**src/rtl/mips_cpu_mem_master_if.sv**
```systemverilog
// Bundles the CPU request/response handshake and the word-memory bus of the
// load/store bus initiator.
interface mips_cpu_mem_master_if;
  logic        req_valid;
  logic        req_ready;
  logic        req_write;
  logic [1:0]  req_size;
  logic        req_signed;
  logic [31:0] req_addr;
  logic [31:0] req_wdata;
  logic        resp_valid;
  logic [31:0] resp_rdata;
  logic        resp_err;
  logic [31:0] address;
  logic        write;
  logic        read;
  logic        waitrequest;
  logic [31:0] writedata;
  logic [3:0]  byteenable;
  logic [31:0] readdata;

  modport master (
    input  req_valid, req_write, req_size, req_signed, req_addr, req_wdata,
    input  waitrequest, readdata,
    output req_ready, resp_valid, resp_rdata, resp_err,
    output address, write, read, writedata, byteenable
  );

  modport slave (
    output req_valid, req_write, req_size, req_signed, req_addr, req_wdata,
    output waitrequest, readdata,
    input  req_ready, resp_valid, resp_rdata, resp_err,
    input  address, write, read, writedata, byteenable
  );
endinterface

```
**src/rtl/mips_cpu_mem_master.sv**
```systemverilog
// Single-outstanding bus initiator: turns one byte/half/word CPU access into one
// memory transaction and returns extended load data or an error.
module mips_cpu_mem_master #(
  parameter int READ_LATENCY   = 1,
  parameter int TIMEOUT_CYCLES = 0
) (
  input  logic                  clk,
  input  logic                  reset,
  mips_cpu_mem_master_if.master bus
);

  typedef enum logic [2:0] {IDLE, BUS, RDWAIT, RESP, ERR} state_t;

  localparam int SW = (TIMEOUT_CYCLES > 1) ? $clog2(TIMEOUT_CYCLES) : 1;
  localparam logic [SW-1:0] STALL_LAST = SW'((TIMEOUT_CYCLES > 0) ? TIMEOUT_CYCLES - 1 : 0);
  localparam logic [2:0]    LAT_INIT   = 3'(READ_LATENCY);

  state_t        state_reg, state_next;
  logic          write_reg;
  logic [1:0]    size_reg;
  logic          signed_reg;
  logic [1:0]    addr_lo_reg;
  logic [31:0]   address_reg;
  logic [31:0]   wdata_reg;
  logic [3:0]    be_reg;
  logic [SW-1:0] stall_cnt_reg;
  logic [2:0]    lat_cnt_reg;
  logic [31:0]   rdata_reg;

  logic [3:0]  be_in;
  logic [31:0] wdata_in;
  logic        misaligned;
  logic        timeout_hit;
  logic        lat_done;
  logic [7:0]  rd_byte;
  logic [15:0] rd_half;
  logic [31:0] load_val;

  // Per-lane enable and store-data replication; size 11 behaves as word.
  generate
    for (genvar gi = 0; gi < 4; gi++) begin : g_lane
      localparam logic [1:0] LANE = 2'(gi);
      assign be_in[gi] = bus.req_size[1] ? 1'b1 :
                         bus.req_size[0] ? (bus.req_addr[1] == LANE[1]) :
                                           (bus.req_addr[1:0] == LANE);
      assign wdata_in[8*gi +: 8] = bus.req_size[1] ? bus.req_wdata[8*gi +: 8] :
                                   bus.req_size[0] ? bus.req_wdata[8*(gi%2) +: 8] :
                                                     bus.req_wdata[7:0];
    end
  endgenerate

  assign misaligned  = (bus.req_size == 2'b01 && bus.req_addr[0]) ||
                       (bus.req_size[1] && bus.req_addr[1:0] != 2'b00);
  assign timeout_hit = (TIMEOUT_CYCLES > 0) && bus.waitrequest && (stall_cnt_reg == STALL_LAST);
  assign lat_done    = (lat_cnt_reg == 3'd1);

  always_comb begin
    rd_byte  = bus.readdata[{addr_lo_reg, 3'b000} +: 8];
    rd_half  = addr_lo_reg[1] ? bus.readdata[31:16] : bus.readdata[15:0];
    case (size_reg)
      2'b00:   load_val = signed_reg ? {{24{rd_byte[7]}}, rd_byte} : {24'b0, rd_byte};
      2'b01:   load_val = signed_reg ? {{16{rd_half[15]}}, rd_half} : {16'b0, rd_half};
      default: load_val = bus.readdata;
    endcase
  end

  always_ff @(posedge clk) begin
    if (reset) state_reg <= IDLE;
    else       state_reg <= state_next;
  end

  always_comb begin
    state_next = state_reg;
    case (state_reg)
      IDLE:    if (bus.req_valid) state_next = misaligned ? ERR : BUS;
      BUS: begin
        if (!bus.waitrequest) state_next = write_reg ? RESP : RDWAIT;
        else if (timeout_hit) state_next = ERR;
      end
      RDWAIT:  if (lat_done) state_next = RESP;
      RESP:    state_next = IDLE;
      ERR:     state_next = IDLE;
      default: state_next = IDLE;
    endcase
  end

  always_comb begin
    bus.req_ready  = (state_reg == IDLE);
    bus.read       = (state_reg == BUS) && !write_reg;
    bus.write      = (state_reg == BUS) && write_reg;
    bus.resp_valid = (state_reg == RESP) || (state_reg == ERR);
    bus.resp_err   = (state_reg == ERR);
    bus.resp_rdata = (state_reg == RESP) ? rdata_reg : 32'h0;
    bus.address    = address_reg;
    bus.writedata  = wdata_reg;
    bus.byteenable = be_reg;
  end

  always_ff @(posedge clk) begin
    if (reset) begin
      write_reg     <= 1'b0;
      size_reg      <= 2'b00;
      signed_reg    <= 1'b0;
      addr_lo_reg   <= 2'b00;
      address_reg   <= 32'h0;
      wdata_reg     <= 32'h0;
      be_reg        <= 4'h0;
      stall_cnt_reg <= '0;
      lat_cnt_reg   <= 3'd0;
      rdata_reg     <= 32'h0;
    end else begin
      case (state_reg)
        IDLE: if (bus.req_valid) begin
          write_reg     <= bus.req_write;
          size_reg      <= bus.req_size;
          signed_reg    <= bus.req_signed;
          addr_lo_reg   <= bus.req_addr[1:0];
          address_reg   <= {bus.req_addr[31:2], 2'b00};
          wdata_reg     <= wdata_in;
          be_reg        <= be_in;
          stall_cnt_reg <= '0;
          rdata_reg     <= 32'h0;
        end
        BUS: begin
          if (!bus.waitrequest) lat_cnt_reg   <= LAT_INIT;
          else                  stall_cnt_reg <= stall_cnt_reg + 1'b1;
        end
        RDWAIT: begin
          lat_cnt_reg <= lat_cnt_reg - 1'b1;
          if (lat_done) rdata_reg <= load_val;
        end
        default: ;
      endcase
    end
  end

endmodule

```
**src/flat_wrapper.sv**
```systemverilog
// flat-port wrapper written by rule: the top's interface ports become plain ports
module mips_cpu_mem_master_flat 
#(
  parameter int READ_LATENCY   = 1,
  parameter int TIMEOUT_CYCLES = 0
)
  (clk, reset, bus_req_valid, bus_req_write, bus_req_size, bus_req_signed, bus_req_addr, bus_req_wdata, bus_waitrequest, bus_readdata, bus_req_ready, bus_resp_valid, bus_resp_rdata, bus_resp_err, bus_address, bus_write, bus_read, bus_writedata, bus_byteenable);
  mips_cpu_mem_master_if bus_i ();
  input  logic clk;
  input  logic reset;
  input wire logic [$bits(bus_i.req_valid)-1:0] bus_req_valid;
  input wire logic [$bits(bus_i.req_write)-1:0] bus_req_write;
  input wire logic [$bits(bus_i.req_size)-1:0] bus_req_size;
  input wire logic [$bits(bus_i.req_signed)-1:0] bus_req_signed;
  input wire logic [$bits(bus_i.req_addr)-1:0] bus_req_addr;
  input wire logic [$bits(bus_i.req_wdata)-1:0] bus_req_wdata;
  input wire logic [$bits(bus_i.waitrequest)-1:0] bus_waitrequest;
  input wire logic [$bits(bus_i.readdata)-1:0] bus_readdata;
  output wire logic [$bits(bus_i.req_ready)-1:0] bus_req_ready;
  output wire logic [$bits(bus_i.resp_valid)-1:0] bus_resp_valid;
  output wire logic [$bits(bus_i.resp_rdata)-1:0] bus_resp_rdata;
  output wire logic [$bits(bus_i.resp_err)-1:0] bus_resp_err;
  output wire logic [$bits(bus_i.address)-1:0] bus_address;
  output wire logic [$bits(bus_i.write)-1:0] bus_write;
  output wire logic [$bits(bus_i.read)-1:0] bus_read;
  output wire logic [$bits(bus_i.writedata)-1:0] bus_writedata;
  output wire logic [$bits(bus_i.byteenable)-1:0] bus_byteenable;
  assign bus_i.req_valid = bus_req_valid;
  assign bus_i.req_write = bus_req_write;
  assign bus_i.req_size = bus_req_size;
  assign bus_i.req_signed = bus_req_signed;
  assign bus_i.req_addr = bus_req_addr;
  assign bus_i.req_wdata = bus_req_wdata;
  assign bus_i.waitrequest = bus_waitrequest;
  assign bus_i.readdata = bus_readdata;
  assign bus_req_ready = bus_i.req_ready;
  assign bus_resp_valid = bus_i.resp_valid;
  assign bus_resp_rdata = bus_i.resp_rdata;
  assign bus_resp_err = bus_i.resp_err;
  assign bus_address = bus_i.address;
  assign bus_write = bus_i.write;
  assign bus_read = bus_i.read;
  assign bus_writedata = bus_i.writedata;
  assign bus_byteenable = bus_i.byteenable;
  mips_cpu_mem_master #(.READ_LATENCY(READ_LATENCY), .TIMEOUT_CYCLES(TIMEOUT_CYCLES)) u_core (.clk(clk), .reset(reset), .bus(bus_i));
endmodule
```
**config.mk**
```make
export PLATFORM = sky130hd
export DESIGN_NAME = mips_cpu_mem_master_flat
export DESIGN_NICKNAME = d
export VERILOG_FILES = /design/src/rtl/mips_cpu_mem_master_if.sv /design/src/rtl/mips_cpu_mem_master.sv /design/src/flat_wrapper.sv
export SDC_FILE = /design/constraint.sdc
export NUM_CORES = 1
export LEC_CHECK = 0
export BUFFER_PORTS_ARGS = -buffer_cell sky130_fd_sc_hd__clkbuf_2
export CAP_MARGIN = 40
export CORE_MARGIN = 1.5
export CORE_UTILIZATION = 45
export CTS_BUF_LIST = sky130_fd_sc_hd__clkbuf_8
export CTS_CLUSTER_DIAMETER = 40
export DETAILED_ROUTE_END_ITERATION = 12
export GPL_ROUTABILITY_DRIVEN = 0
export PLACE_DENSITY = 0.82
export REMOVE_ABC_BUFFERS = 1
export SYNTH_ARGS = -nofsm -noshare
export SYNTH_HDL_FRONTEND = slang
export SYNTH_SLANG_ARGS = --single-unit
```
**constraint.sdc**
```tcl
create_clock -name clk -period 3.29 [get_ports clk]
set_input_delay 0.658 -clock clk [delete_from_list [all_inputs] [get_ports clk]]
set_output_delay 0.658 -clock clk [all_outputs]
set_load 0.005 [all_outputs]
```
==> key figures, run 1 <==
Status
  • Status: complete, no violations

Clock tree
  • CTS clock-pin slew for the worst setup and hold paths: 0.10 ns
  • CTS Buffer Depth: 2
  • Num CTS Buffers: 9
  • Hold Buf Count CTS: 0
  • H-tree level count: 3
  • CTS tree: yes
  • CTS root buf: clkbuf_8
  • CTS sink count: 110
  • CTS-repair resized insts: 0
  • Setup bufs post-CTS: 0
  • Worst-Skew Late Latency: 0.37 ns

Logic synthesis
  • Most frequent cell after synthesis: nand2_1
  • Seq/Total Area, Yosys: 42.7%
  • Area leader, netlist: dfxtp_1
  • Synth Flop Type: dfxtp_1
  • Ys async rst share: 0%
  • Synth top cells by count: nand2_1 (120), dfxtp_1 (110), a21oi_1 (93)
  • Register bit count reported by yosys: 110
  • Syn Inst Count: 612
  • Cell Area, Synth: 5160 um2
  • Netlist cell types: 46
  • Yosys top cell area share: 42.7%
  • Synth warn: 0
  • Syn avg cell area: 8.43 um2
  • Area contributors post-synth: dfxtp_1 (43%), a21oi_1 (9.0%), nand2_1 (8.7%)
  • Post-synth EDFFs: 0

Detailed routing
  • Routed Wire Length: 13100 um
  • Metal3 WL: 717 um
  • DRT Pass-1 Iters: 5
  • WL per Instance: 14.1 um
  • Routed Antenna Nets: 0
  • Via density: 5.23
  • Drt initial violations: 431
  • Met1 wire length: 5580 um
  • Via count: 4873
  • Routed wl met2: 6550 um
  • Top sig layer: met4
  • DRC Markers: 0

Floorplan
  • Initial Utilization: 46.9%
  • Row Count: 38
  • Ports: 209
  • Die area: 12100 um2
  • CORE AREA: 11000 um2
  • Die Span Y: 110 um
  • Die X: 110 um

Cells and area
  • P&R area growth vs syn: 24.6%
  • Diode count: 0
  • Layout cells sized above 1: 32.4%
  • Final nets: 893
  • Post-route cell area: 6420 um2
  • Non-filler instance count after layout: 932
  • Layout filler cell count: 993

STA
  • RSZ-0062 raised after global routing: false
  • Setup_tns: 0 ns
  • Max-slew violations: 0
  • Endpoints failing hold: 0
  • Final setup violation count: 0
  • Slew margin rel.: 41.5%
  • Setup Skew: 0.00809 ns
  • Worst-Margin Slew: 0.872 ns
  • Fmax achieved: 391 MHz
  • Final Critical Period: 2.56 ns
  • Period utilisation layout: 77.7%

Power and ir drop
  • Clk network pwr share: 28.0%
  • Combinational power share: 22.1%
  • Tot Pwr: 3.01 mW
  • Peak VDD IR: 0.000303 V
  • P per Cell Area: 469 nW/um2
  • Leak: 2.93 nW
  • Cell Int Power: 2.12 mW
  • Switching part of the total power: 29.6%
  • Switch Pwr: 892 uW
  • Seq pwr share: 49.9%

Setup path
  • Setup crit end kind: output pin
  • CP required: 2.63 ns
  • Crit path DAT: 1.90 ns
  • Critical path launch point type: flop
  • CP max stage delay: 0.55 ns
  • Worst path slowest cell: dfxtp_1
  • RR Endpoint: u_core.rdata_reg[24]$_SDFFE_PP0P_
  • Worst R2R Path Depth: 5
  • Setup CP Type: flop to output pin
  • Critical path, cell by cell: inv_1 > nor3_2 > buf_4 > and2_1 > clkbuf_2
  • Crit Path Max Fanout: 33
  • R2r setup slk: 1.04 ns
  • Worst r2r src: u_core.state_reg[1]$_SDFFE_PP0P_

GRT
  • Largest net degree at the start of global routing: 85
  • Gr ovfl total: 0
  • Initial antenna violation count: 0
  • Vias in the first global route: 4156
  • Gr usage total: 21.2%
  • First-pass GRT wire length: 20300 um

Min path
  • Hold EP: u_core.bus.writedata[13]$_SDFFE_PP0P_
  • Hold depth: 2
  • Hold_sp: u_core.bus.writedata[13]$_SDFFE_PP0P_
  • Worst Hold Class: flop to flop

Placed design
  • IO buf count: 206
  • Post-detail-place hpwl: 9370 um
  • Cell Area, Placed: 6220 um2
  • Placed Cells: 916

Run
  • Max-cap violations: 0
[layout by cell type (no fill, tap or decap), types with 10 or more instances in the layout]
cell type	instances
clkbuf_2	205
dfxtp_1	110
nor2_1	19
nor2b_1	10
clkbuf_8	11
nand2_1	120
a21oi_1	93
nand2b_1	18
and2_1	34
a211oi_1	13
a221o_1	16
inv_1	19
nand3_1	18
[worst max-delay path: cells and delay by family, from the launching register on]
family | cells | cell delay, ns
buffers and inverters | 3 | 0.61
DFF | 1 | 0.55
and+or+nand+nor | 2 | 0.36
[per-stage QoR]
| stage | hold slack [ns] | worst slack, ns | utilization, % |
|---|---|---|---|
| floorplan | 0.418 | -0.238 | - |
| global placement | 0.438 | 1.01 | 56.2 |
| detailed placement | 0.436 | 1.06 | 56.6 |
| CTS | 0.457 | 0.717 | 58.5 |
| global route | 0.473 | 0.591 | 58.5 |
| finish | 0.453 | 0.732 | 58.5 |
[cells by family (layout without fill, tap and decap cells)]
kind of cell               after synthesis  count (layout)  share of synthesized area (%)
AOI/OAI and AO/OA                      164             164                           20.3
adders and majority gates                2               2                          0.485
buffers and inverters                   71             250                           6.65
DFF                                    110             110                           42.7
muxes                                   25              25                           6.77
other                                    1               2                         0.0727
and+or+nand+nor                        239             239                           23.0
[worst max-delay path by stage]
| stage | slack, ns | from | end | depth (start not counted) |
|---|---|---|---|---|
| finish | 0.73 | u_core.state_reg[0]$_SDFFE_PP0P_ | bus_resp_rdata[5] | 5 |
| global route | 0.59 | u_core.state_reg[0]$_SDFFE_PP0P_ | bus_resp_rdata[5] | 5 |
| CTS | 0.72 | u_core.state_reg[0]$_SDFFE_PP0P_ | bus_resp_rdata[5] | 5 |
| detailed placement | 1.06 | reset | u_core.rdata_reg[26]$_SDFFE_PP0P_ | 5 |
| global placement | 1.01 | u_core.state_reg[0]$_SDFFE_PP0P_ | u_core.rdata_reg[17]$_SDFFE_PP0P_ | 4 |
| floorplan | -0.24 | bus_req_valid | u_core.rdata_reg[16]$_SDFFE_PP0P_ | 3 |
[routing by layer]
metal	track usage, %	vias to the layer above
li1	-	2459
met5	0	-
met4	7.51	0
met3	3.94	21
met2	37.0	149
met1	26.0	2244
[final cells by class]
type,count,area [um2],share of cell area [%]
Inverter,18,67.6,1.05
Sequential cell,110,2200,34.3
Clock buffer,11,151,2.36
Multi-Input combinational cell,432,2630,40.9
Tap cell,140,175,2.73
Clock inverter,5,57.6,0.896
Timing Repair Buffer,216,1150,17.8
[power by group through the flow]
stage / combinational, mW / sequential [mW] / clock (mW)
after floorplan: 0.349 / 1.54 / 0
after global placement: 0.652 / 1.53 / 0
after detailed placement: 0.668 / 1.53 / 0
after CTS: 0.671 / 1.50 / 0.876
after global routing: 0.746 / 1.52 / 0.924
final: 0.665 / 1.50 / 0.844
No activity file was read; power rests on OpenSTA's default activity.
==> run 2, diff against run 1 <==
==> constraint.sdc (replaced) <==
create_clock -name clk -period 2.6 [get_ports clk]
set_input_delay 0.52 -clock clk [delete_from_list [all_inputs] [get_ports clk]]
set_output_delay 0.52 -clock clk [all_outputs]
set_load 0.005 [all_outputs]
==> run 2 against run 1 <==
First-iteration DRC count is 20% lower. Cell count is 0.21% higher. Via count is 0.66% higher. Largest power group unchanged. Sequential power is 27% higher. Combinational power is 26% higher. Die area stayed put. Critical path depth stayed put.
==> key figures, run 2 (synthesis results as in run 1) <==
Detailed routing
  • DRC Markers: 0
  • Routed Antenna Nets: 0
  • Routed Wire Length: 13500 um
  • Via count: 4905
  • DRT Pass-1 Iters: 4
  • Drt initial violations: 346
  • WL per Instance: 14.4 um
  • Via density: 5.25

Status
  • Status: complete, no violations

Floorplan
  • Initial Utilization: 46.9%
  • Die X: 110 um
  • Die Span Y: 110 um
  • Ports: 209
  • Row Count: 38
  • Die area: 12100 um2
  • CORE AREA: 11000 um2

STA
  • Final setup violation count: 0
  • Setup Skew: 0.0176 ns
  • RSZ-0062 raised after global routing: false
  • Slew margin rel.: 40.6%
  • Endpoints failing hold: 0
  • Max-slew violations: 0
  • Final Critical Period: 2.42 ns
  • Period utilisation layout: 93.3%
  • Hold Slack: 0.354 ns
  • Fmax achieved: 412 MHz
  • Worst-Margin Slew: 0.884 ns

GRT
  • M2 GR Usage: 38.5%
  • First-pass GRT wire length: 21000 um
  • Gr usage total: 22.2%
  • Gr ovfl total: 0
  • Top Usage Layer GRT: met2
  • Initial antenna violation count: 0
  • Vias in the first global route: 4428
  • Largest net degree at the start of global routing: 85
  • Met1 usage: 26.5%
  • Grt met3 use: 3.64%

Min path
  • Hold_sp: bus_req_addr[21]
  • Worst Hold Class: input pin to flop

Setup path
  • Critical path launch point type: flop
  • Crit Path Max Fanout: 33
  • Setup CP Type: flop to output pin
  • Setup crit end kind: output pin
  • CP required: 2.08 ns
  • Worst r2r src: u_core.state_reg[1]$_SDFFE_PP0P_
  • Crit. Startpoint: u_core.state_reg[0]$_SDFFE_PP0P_
  • Crit path DAT: 1.90 ns

Cells and area
  • Layout filler cell count: 1010
  • Most frequent cells in the layout: clkbuf_2 (205), nand2_1 (120), dfxtp_1 (110)
  • Register area: 2200 um2
  • Diode count: 0
  • Most common cell after layout, fill and taps aside: clkbuf_2
  • Layout cells sized above 1: 32.6%
  • Area of the multi-input gates: 2630 um2
  • P&R area growth vs syn: 25.1%
  • Final Util: 58.7%
  • Final nets: 895

Power and ir drop
  • P per Cell Area: 598 nW/um2
  • Leak: 2.95 nW
  • Peak VDD IR: 0.000303 V

Clock tree
  • Worst-Skew Late Latency: 0.38 ns
  • CTS sink count: 110
  • Num CTS Buffers: 9
  • H-tree level count: 3
  • Hold Buf Count CTS: 0
  • CTS-repair resized insts: 0
  • Setup bufs post-CTS: 0
  • CTS root buf: clkbuf_8
  • CTS clock-pin slew for the worst setup and hold paths: 0.11 ns
  • CTS tree: yes
  • CTS Buffer Depth: 2

Placed design
  • Post-detail-place hpwl: 9610 um
  • IO buf count: 206

Run
  • Max-cap violations: 0
==> run 2: worst max-delay path, cell delays in order (launching register included) <==
cell	delay, ns
dfxtp_1	0.55
inv_1	0.20
nor3_2	0.18
buf_4	0.29
and2_1	0.17
clkbuf_2	0.12
==> run 2: routing by layer <==
layer,part of all wire (%),up-vias
li1,-,2473
met3,6.9,20
met5,0,-
met4,2.4,0
met1,40,2243
met2,50,169
==> run 2: layout make-up <==
class                   instances  share of cell area, %
clock buffers                  13                   2.77
clock inverters                 3                  0.640
inverters                      18                   1.05
multi-input cells             432                   40.7
flip-flops and latches        110                   34.1
well taps                     140                   2.72
repair buffers                218                   18.0
==> run 2: stage by stage <==
| step | power [mW] | area, um2 | TNS, ns | worst slack [ns] | instances |
|---|---|---|---|---|---|
| after floorplan | 2.39 | 4880 | -42.26 | -0.790 | 560 |
| after detailed placement | 2.79 | 6230 | 0 | 0.545 | 918 |
| after global routing | 4.09 | 6450 | 0 | 0.0117 | 934 |
| after CTS | 3.89 | 6450 | 0 | 0.155 | 934 |
| final | 3.86 | 6450 | 0 | 0.175 | 934 |
| after global placement | 2.76 | 6190 | 0 | 0.582 | 916 |
==> run 2: where the power goes <==
| part | internal [mW] | switching (mW) | leakage, nW |
|---|---|---|---|
| combinational | 0.367 | 0.469 | 1.94 |
| sequential | 1.81 | 0.0924 | 0.899 |
| clock | 0.548 | 0.565 | 0.113 |
==> run 2: path summary, 6_finish.rpt <==
| check | slack [ns] | endpoint | depth (start not counted) |
|---|---|---|---|
| worst max-delay path | 0.18 | bus_resp_rdata[5] | 5 |
| worst min-delay path | 0.35 | u_core.bus.address[21]$_SDFFE_PP0P_ | 3 |
| worst max register to register | 0.52 | u_core.rdata_reg[21]$_SDFFE_PP0P_ | 4 |
| worst min register to register | 0.46 | u_core.bus.writedata[10]$_SDFFE_PP0P_ | 2 |
==> run 3, diff against run 2 <==
--- a/config.mk
+++ b/config.mk
@@ -13,8 +13,9 @@
 export CTS_CLUSTER_DIAMETER = 40
 export DETAILED_ROUTE_END_ITERATION = 12
 export GPL_ROUTABILITY_DRIVEN = 0
-export PLACE_DENSITY = 0.82
+export PLACE_DENSITY = 0.85
 export REMOVE_ABC_BUFFERS = 1
 export SYNTH_ARGS = -nofsm -noshare
 export SYNTH_HDL_FRONTEND = slang
 export SYNTH_SLANG_ARGS = --single-unit
+export TNS_END_PERCENT = 100
==> run 3 against run 2 <==
Fmax grew 0.54%. Register-to-register slack lost 0.02 ns. Sequential cell count is the same. Via count grew 1.1%. Core utilization shrank 0.15 points. Die area is the same. Non-clock buffer count grew 2. Clock power shrank 13%. Total power shrank 3.4%.
==> key figures, run 3 (synthesis results as in run 1) <==
Detailed routing
  • Drt initial violations: 500
  • DRC Markers: 0
  • Routed Wire Length: 13500 um
  • Routed Antenna Nets: 0
  • WL per Instance: 14.4 um
  • DRT Pass-1 Iters: 5
  • Via density: 5.30
  • Via count: 4957

Clock tree
  • CTS tree: yes
  • CTS root buf: clkbuf_8
  • CTS sink count: 110
  • Hold Buf Count CTS: 0
  • H-tree level count: 3
  • CTS-repair resized insts: 0
  • Setup bufs post-CTS: 0
  • Num CTS Buffers: 9
  • CTS clock-pin slew for the worst setup and hold paths: 0.10 ns
  • CTS Buffer Depth: 2
  • Worst-Skew Late Latency: 0.37 ns

Setup path
  • Critical path buffers and inverters: 3
  • Crit Path Max Fanout: 33
  • Worst path slowest cell: dfxtp_1
  • Setup CP Type: flop to output pin
  • Crit path DAT: 1.89 ns
  • Critical path launch point type: flop
  • Setup crit end kind: output pin
  • CP max stage delay: 0.56 ns
  • Critical path, cell by cell: inv_1 > nor3_2 > buf_4 > and2_1 > clkbuf_2
  • CP required: 2.08 ns
  • Top delay family on crit path: buffers and inverters

Cells and area
  • Most frequent cells in the layout: clkbuf_2 (205), nand2_1 (120), dfxtp_1 (110)
  • P&R area growth vs syn: 24.8%
  • Final nets: 897
  • Most common cell after layout, fill and taps aside: clkbuf_2
  • Layout filler cell count: 1003
  • Post-route cell area: 6430 um2
  • Diode count: 0
  • Layout cells sized above 1: 32.9%

STA
  • Final Critical Period: 2.41 ns
  • Max-slew violations: 0
  • Setup_tns: 0 ns
  • Final setup violation count: 0
  • Endpoints failing hold: 0
  • Setup Skew: 0.00725 ns
  • RSZ-0062 raised after global routing: false
  • Worst setup margin: 0.188 ns
  • Fmax achieved: 415 MHz
  • Period utilisation layout: 92.8%
  • Worst-Margin Slew: 0.924 ns
  • Slew margin rel.: 37.9%

Placed design
  • Cell Area, Placed: 6250 um2
  • IO buf count: 206
  • Post-detail-place hpwl: 9790 um
  • Setup WS pre-CTS: 0.531 ns

Floorplan
  • Initial Utilization: 46.9%
  • Ports: 209
  • Row Count: 38
  • Die Span Y: 110 um
  • Die area: 12100 um2
  • CORE AREA: 11000 um2
  • Die X: 110 um

Run
  • Max-cap violations: 0

GRT
  • First-pass GRT wire length: 20700 um
  • Vias in the first global route: 4306
  • Gr usage total: 21.8%
  • Initial antenna violation count: 0
  • Largest net degree at the start of global routing: 85
  • Gr ovfl total: 0

Power and ir drop
  • Peak VDD IR: 0.000514 V
  • Leak: 2.93 nW
  • P per Cell Area: 579 nW/um2

Status
  • Status: complete, no violations

Min path
  • Worst Hold Class: input pin to flop
[run 3: per-layer routing]
metal  share of wire, %  track usage [%]  wire (um)
met1                 42             27.7       5700
met2                 49             36.6       6590
met3                6.3             3.76        849
met4                2.7             8.72        369
met5                  0                0          0
[run 3: stage by stage]
stage                     util, %  hold WS [ns]  instances  power (mW)
after floorplan                 -         0.418        560        2.39
after global placement       56.6         0.436        918        2.77
after detailed placement     56.9         0.441        920        2.80
after CTS                    58.6         0.334        936        3.76
after global routing         58.6         0.338        936        3.96
final                        58.6         0.353        936        3.73
[run 3: area by class of cell]
type / instances / area [um2] / share of cell area [%]
multi-input cells: 432 / 2630 / 40.8
flip-flops and latches: 110 / 2200 / 34.2
repair buffers: 220 / 1180 / 18.4
well taps: 140 / 175 / 2.72
clock buffers: 10 / 138 / 2.14
inverters: 18 / 67.6 / 1.05
clock inverters: 6 / 46.3 / 0.719
[run 3: tightest hold or removal path, stage by stage]
cell and delay (ns):
clkbuf_2 0.08, nand2_1 0.04, a21oi_1 0.05
[run 3: worst paths after layout]
kind	start	to	slack, ns	depth (start not counted)
min	bus_req_addr[27]	u_core.bus.address[27]$_SDFFE_PP0P_	0.35	3
max	u_core.state_reg[0]$_SDFFE_PP0P_	bus_resp_rdata[11]	0.19	5
min reg2reg	u_core.bus.writedata[31]$_SDFFE_PP0P_	u_core.bus.writedata[31]$_SDFFE_PP0P_	0.46	2
max reg2reg	u_core.state_reg[1]$_SDFFE_PP0P_	u_core.rdata_reg[24]$_SDFFE_PP0P_	0.50	4
[run 3: report_power, final]
part / switching, mW / leakage, nW / internal, mW / total (mW)
Sequential: 0.0910 / 0.899 / 1.81 / 1.91
Combinational: 0.478 / 1.95 / 0.376 / 0.855
Clock: 0.587 / 0.0889 / 0.380 / 0.967
